`src/rtl/mult_rr_arbiter.sv`:
```
// Round-robin front end that shares one multi-cycle multiplier between
// G_NB_REQ requesters: grant, operand latch, start/done sequencing, timeout.
module mult_rr_arbiter #(
    parameter int G_NB_REQ     = 4,
    parameter int G_DATA_WIDTH = 8,
    parameter int G_TIMEOUT    = 64
) (
    input  logic                               clk,
    input  logic                               rst,
    input  logic [G_NB_REQ-1:0]                req_valid,
    input  logic [G_NB_REQ*G_DATA_WIDTH-1:0]   req_a,
    input  logic [G_NB_REQ*G_DATA_WIDTH-1:0]   req_b,
    output logic [G_NB_REQ-1:0]                req_ready,
    output logic [G_NB_REQ-1:0]                rsp_valid,
    input  logic [G_NB_REQ-1:0]                rsp_ready,
    output logic [2*G_DATA_WIDTH-1:0]          rsp_result,
    output logic                               rsp_err,
    output logic                               mult_start,
    output logic [G_DATA_WIDTH-1:0]            mult_a,
    output logic [G_DATA_WIDTH-1:0]            mult_b,
    input  logic                               mult_done,
    input  logic [2*G_DATA_WIDTH-1:0]          mult_result,
    output logic                               busy
);

    localparam int N    = G_NB_REQ;
    localparam int W    = G_DATA_WIDTH;
    localparam int IDXW = $clog2(N);
    localparam int CNTW = $clog2(G_TIMEOUT);
    localparam logic [CNTW-1:0] CNT_LAST = CNTW'(G_TIMEOUT - 1);

    typedef enum logic [1:0] {
        ST_IDLE  = 2'd0,
        ST_START = 2'd1,
        ST_WAIT  = 2'd2,
        ST_RESP  = 2'd3
    } state_t;

    // First requester found scanning ptr+1, ptr+2, ... modulo N.
    function automatic logic [IDXW-1:0] rr_pick(input logic [N-1:0] vld,
                                                input logic [IDXW-1:0] ptr);
        logic [IDXW-1:0] pick;
        logic [IDXW-1:0] idx_s;
        int              idx;
        pick = ptr;
        for (int k = N; k >= 1; k--) begin
            idx   = (int'(ptr) + k) % N;
            idx_s = IDXW'(idx);
            if (vld[idx_s]) begin
                pick = idx_s;
            end
        end
        return pick;
    endfunction

    state_t              state_r, state_nxt;
    logic [IDXW-1:0]     ptr_r, ptr_nxt;
    logic [IDXW-1:0]     owner_r, owner_nxt;
    logic [W-1:0]        mult_a_r, a_nxt;
    logic [W-1:0]        mult_b_r, b_nxt;
    logic [CNTW-1:0]     cnt_r, cnt_nxt, cnt_inc_s;
    logic [2*W-1:0]      res_r, res_nxt;
    logic                err_r, err_nxt;
    logic [N-1:0]        ready_s;
    logic [IDXW-1:0]     win_s;
    logic                busy_r, mult_start_r;
    logic [N-1:0]        rsp_valid_r, rsp_valid_nxt;

    assign win_s     = rr_pick(req_valid, ptr_r);
    assign cnt_inc_s = cnt_r + CNTW'(1);

    // Next-state and datapath next-values for the transaction sequencer.
    always_comb begin
        state_nxt     = state_r;
        ptr_nxt       = ptr_r;
        owner_nxt     = owner_r;
        a_nxt         = mult_a_r;
        b_nxt         = mult_b_r;
        cnt_nxt       = cnt_r;
        res_nxt       = res_r;
        err_nxt       = err_r;
        ready_s       = '0;
        rsp_valid_nxt = '0;
        case (state_r)
            ST_IDLE: begin
                if (|req_valid) begin
                    ready_s[win_s] = 1'b1;
                    owner_nxt      = win_s;
                    a_nxt          = req_a[int'(win_s)*W +: W];
                    b_nxt          = req_b[int'(win_s)*W +: W];
                    state_nxt      = ST_START;
                end else begin
                    state_nxt      = ST_IDLE;
                end
            end
            ST_START: begin
                cnt_nxt   = '0;
                state_nxt = ST_WAIT;
            end
            ST_WAIT: begin
                cnt_nxt = cnt_inc_s;
                // A completion on the last allowed cycle still counts as success.
                if (mult_done) begin
                    res_nxt   = mult_result;
                    err_nxt   = 1'b0;
                    state_nxt = ST_RESP;
                end else if (cnt_inc_s == CNT_LAST) begin
                    res_nxt   = '0;
                    err_nxt   = 1'b1;
                    state_nxt = ST_RESP;
                end else begin
                    state_nxt = ST_WAIT;
                end
            end
            ST_RESP: begin
                if (rsp_ready[owner_r]) begin
                    ptr_nxt   = owner_r;
                    state_nxt = ST_IDLE;
                end else begin
                    state_nxt = ST_RESP;
                end
            end
            default: begin
                state_nxt = ST_IDLE;
            end
        endcase
        if (state_nxt == ST_RESP) begin
            rsp_valid_nxt[owner_nxt] = 1'b1;
        end else begin
            rsp_valid_nxt = '0;
        end
    end

    // State, datapath and registered status outputs.
    always_ff @(posedge clk) begin
        if (rst) begin
            state_r      <= ST_IDLE;
            ptr_r        <= IDXW'(N - 1);
            owner_r      <= '0;
            mult_a_r     <= '0;
            mult_b_r     <= '0;
            cnt_r        <= '0;
            res_r        <= '0;
            err_r        <= 1'b0;
            busy_r       <= 1'b0;
            mult_start_r <= 1'b0;
            rsp_valid_r  <= '0;
        end else begin
            state_r      <= state_nxt;
            ptr_r        <= ptr_nxt;
            owner_r      <= owner_nxt;
            mult_a_r     <= a_nxt;
            mult_b_r     <= b_nxt;
            cnt_r        <= cnt_nxt;
            res_r        <= res_nxt;
            err_r        <= err_nxt;
            busy_r       <= (state_nxt != ST_IDLE);
            mult_start_r <= (state_nxt == ST_START);
            rsp_valid_r  <= rsp_valid_nxt;
        end
    end

    assign req_ready  = ready_s;
    assign rsp_valid  = rsp_valid_r;
    assign rsp_result = res_r;
    assign rsp_err    = err_r;
    assign mult_start = mult_start_r;
    assign mult_a     = mult_a_r;
    assign mult_b     = mult_b_r;
    assign busy       = busy_r;

endmodule

```
`config.mk`:
```
export PLATFORM = sky130hd
export DESIGN_NAME = mult_rr_arbiter
export DESIGN_NICKNAME = d
export VERILOG_FILES = /design/src/rtl/mult_rr_arbiter.sv
export SDC_FILE = /design/constraint.sdc
export NUM_CORES = 1
export LEC_CHECK = 0
export CAP_MARGIN = 20
export CORE_UTILIZATION = 30
export CTS_CLUSTER_SIZE = 24
export DETAILED_ROUTE_END_ITERATION = 8
export PLACE_DENSITY = 0.72
export SLEW_MARGIN = 20
export SYNTH_ARGS = -nofsm -noshare
export SYNTH_HDL_FRONTEND = slang
export SYNTH_SLANG_ARGS = --single-unit
```
`constraint.sdc`:
```
create_clock -name clk -period 1.8 [get_ports clk]
set_clock_uncertainty 0.05 [all_clocks]
set_input_delay 0.36 -clock clk [delete_from_list [all_inputs] [get_ports clk]]
set_output_delay 0.36 -clock clk [all_outputs]
set_load 0.01 [all_outputs]
```
==> summary.txt <==
Logic synthesis
  – Top FF cell, synth: dfxtp_1
  – Mapped Area: 0.00262 mm²
  – Synthesized area per cell: roughly 8 µm²
  – Flops & latches, synth: 51
  – Post-synth EDFFs: 0
  – Post-synthesis sequential area ratio: roughly 39%
  – Synth Instances: between 300 and 400
  – FFs w/ async S/R, synth: 0%
  – Yosys warns: 0
  – Post-synthesis cell type count: 42
  – Post-Synthesis Net Count: 426

Timing
  – Final period demand of the worst path: 2090 ps
  – TNS Setup: -2820 ps
  – Fin crit share: 116%
  – PnR worst setup slack: -293 ps
  – Worst slew pin tran: about 340 ps
  – Fmax: about 480 MHz
  – Slew headroom: roughly 77%
  – Fin. max-slew vios: 0
  – Final Setup Violations: 22
  – Hold slack: around 420 ps
  – Hold Fails Final Rpt: 0
  – RSZ-0062 raised after global routing: yes

Layout
  – Layout cells sized above 1: about 18%
  – Synthesis-to-finish area growth: 73.9%
  – ANT cells: 0
  – Final #Nets: 582
  – Final Util: between 50% and 60%

CTS
  – Post-cts hold buffer count: 0
  – Worst skew pair latency: between 300 and 400 ps
  – CTS max path bufs: 2
  – Num CTS Buffers: 5
  – CTS sink cnt: between 50 and 60
  – Clock slew at reported path FFs: ~100 ps
  – CTS H-tree lvls: 2
  – CTS root buf: clkbuf_8
  – CTS tree: yes

Power
  – Switch Pwr: 1.10 mW
  – Total power: approximately 3.4 mW
  – Clock power share: about a fifth
  – Max VDD drop: between 0.4 and 0.5 mV
  – Power share of the sequential group: roughly 39%
  – Comb pwr share: 40.3%
  – Internal power: 2.31 mW
  – P_leak: 1.80 nW
  – Cell area power density: between 700 and 800 mW/mm²
  – Net Sw Frac: 32.2%

Floorplan
  – Die width: 95.5 µm
  – # IOs: roughly 130
  – # rows: 33
  – Initial core utilization: between 30% and 40%
  – Chip height: approximately 96 µm
  – Die ar.: ~0.0091 mm²
  – Core Region: roughly 0.0083 mm²

Setup path
  – Slowest stage delay, CP: 300 ps
  – CP Max Fanout: 2
  – Worst EP required: approximately 1400 ps
  – Cell family with most CP delay: buffers and inverters
  – Slowest CP cell: a221oi_4
  – Worst setup EP type: output port
  – WS Path Type: input port to output port
  – Crit start category: input port
  – Critical path, cell by cell: dlygate4sd2_1 -> nor2b_4 -> a21o_1 -> buf_6 -> a221oi_4 -> buf_4 -> nor3_2 -> buf_2
  – CP arrival: around 1700 ps
  – Worst Path Buf+Inv: 4

Route
  – Wire per inst: 15.5 µm
  – WL final: about 9 mm
  – Routed Antenna Nets: 0
  – TritonRoute pass-1 iters: 5
  – Starting DRT DRC Count: between 150 and 200
  – Vias/cell: ~5.2
  – Via count: about 3000
  – DR DRC count: 0

Global route
  – Vias in the first global route: roughly 2800
  – First-pass GRT wire length: around 14 mm
  – Initial antenna violation count: 0
  – Overall routing resource usage: around a fifth
  – GR Overflow Total: 0
  – Largest net degree at the start of global routing: 34

Placement
  – Placer Congestion: slightly below 0.8
  – I/O Buffers: roughly 130
  – Hpwl dp: approximately 6.5 mm

Job
  – MaxCap Viol Count: 0

Run status
  – Outcome: finished, violations left
  – Violated checks: negative setup slack

Worst hold path
  – Hold crit path type: register to register
-- power groups by stage --
stage	Combinational, mW	Sequential (mW)	Clock [mW]
floorplan	0.536	1.39	0
global placement	1.24	1.34	0
detailed placement	1.25	1.34	0
CTS	1.29	1.32	0.730
global route	1.48	1.34	0.782
finish	1.37	1.32	0.708
-- placed cells by master, fill, tap and decap left out, drive strengths merged, types with 2 or more instances in the layout --
cell type and n:
nand3 70, clkbuf 6, nor2 36, nand2b 7
ha 6, nor2b 2, a21oi 6, dfxtp 51
a32o 16, dlygate4sd2 3, o21ai 37, o211ai 3
and2 2, nor3 6, a41oi 2, clkdlybuf4s50 124
nand2 14, o211a 2, buf 45, inv 10
a22oi 17
-- flip-flops by register name, summed over array words and instances (netlist names) --
name        count
rsp_result     16
owner_r         2
mult_b          8
mult_start      1
cnt_r           6
state_r         2
busy            1
ptr_r           2
rsp_err         1
mult_a          8
rsp_valid       4
-- cell type report --
type / instances / area [µm²]
timing repair buffer: 175 / 1700
multi-input combinational: 243 / 1570
sequential: 51 / 1030
clock inverter: 3 / 27.5
fill: 767 / 3780
clock buffer: 5 / 68.8
tap: 105 / 131
inverter: 9 / 33.8
-- cell usage after synthesis, drive strengths merged, types with 2 or more instances --
library cell | n | area, µm²
and2 | 2 | 12.5
dfxtp | 51 | 1020
a22oi | 17 | 128
clkbuf | 22 | 83.8
inv | 9 | 33.8
nand3 | 70 | 355
nand2 | 14 | 52.6
o21ai | 37 | 185
buf | 4 | 26.3
o211ai | 3 | 22.5
a21oi | 6 | 30.0
a41oi | 2 | 25.0
nor2b | 2 | 15.0
a32o | 16 | 160
nor3 | 6 | 30.0
o211a | 2 | 20.0
ha | 6 | 75.1
nor2 | 36 | 135
nand2b | 7 | 43.8
-- repair_timing --
action / 4_1_cts / 5_1_grt
setup endpoints to repair: 26 / 42
gates cloned: 0 / 2
pin swaps: 3 / 4
setup buffers: 4 / 4
gates resized for setup: 31 / 25
-- path summary, 6_finish.rpt --
path | startpoint | end | slack (ps) | cells past startpoint
max | req_valid[3] | req_ready[1] | -290 | 8
min | mult_a[4] | mult_a[4] | 420 | 1
max reg2reg | ptr_r[0] | mult_a[5] | -110 | 9
min reg2reg | mult_a[4] | mult_a[4] | 420 | 1
-- routing by layer --
metal | share of wire, % | global-route usage (%) | routed length [µm] | up-vias
li1 | - | - | - | 1528
met1 | 46 | 26.7 | 4200 | 1444
met2 | 48 | 29.8 | 4420 | 77
met3 | 3.9 | 3.35 | 354 | 14
met4 | 1.7 | 6.72 | 155 | 0
met5 | 0 | 0 | 0 | -
-- cells by family after synthesis --
| logic type | count (synthesis) | synth area share, % |
|---|---|---|
| AOI/OAI and AO/OA | 94 | 25.8 |
| and+or+nand+nor | 141 | 25.7 |
| xor gates and xnor gates | 1 | 0.334 |
| DFF | 51 | 38.9 |
| muxes | 1 | 0.858 |
| adders and majority gates | 6 | 2.86 |
| buffers and inverters | 35 | 5.48 |
-- per-stage QoR --
| step | std cells | setup slack, ps | instance area [µm²] |
|---|---|---|---|
| finish | 591 | -293 | 4560 |
| global route | 591 | -344 | 4560 |
| CTS | 585 | -269 | 4420 |
| detailed placement | 573 | -821 | 4270 |
| global placement | 573 | -814 | 4270 |
| floorplan | 329 | -17.1 | 2650 |
Power figures use the tool's default switching activity.
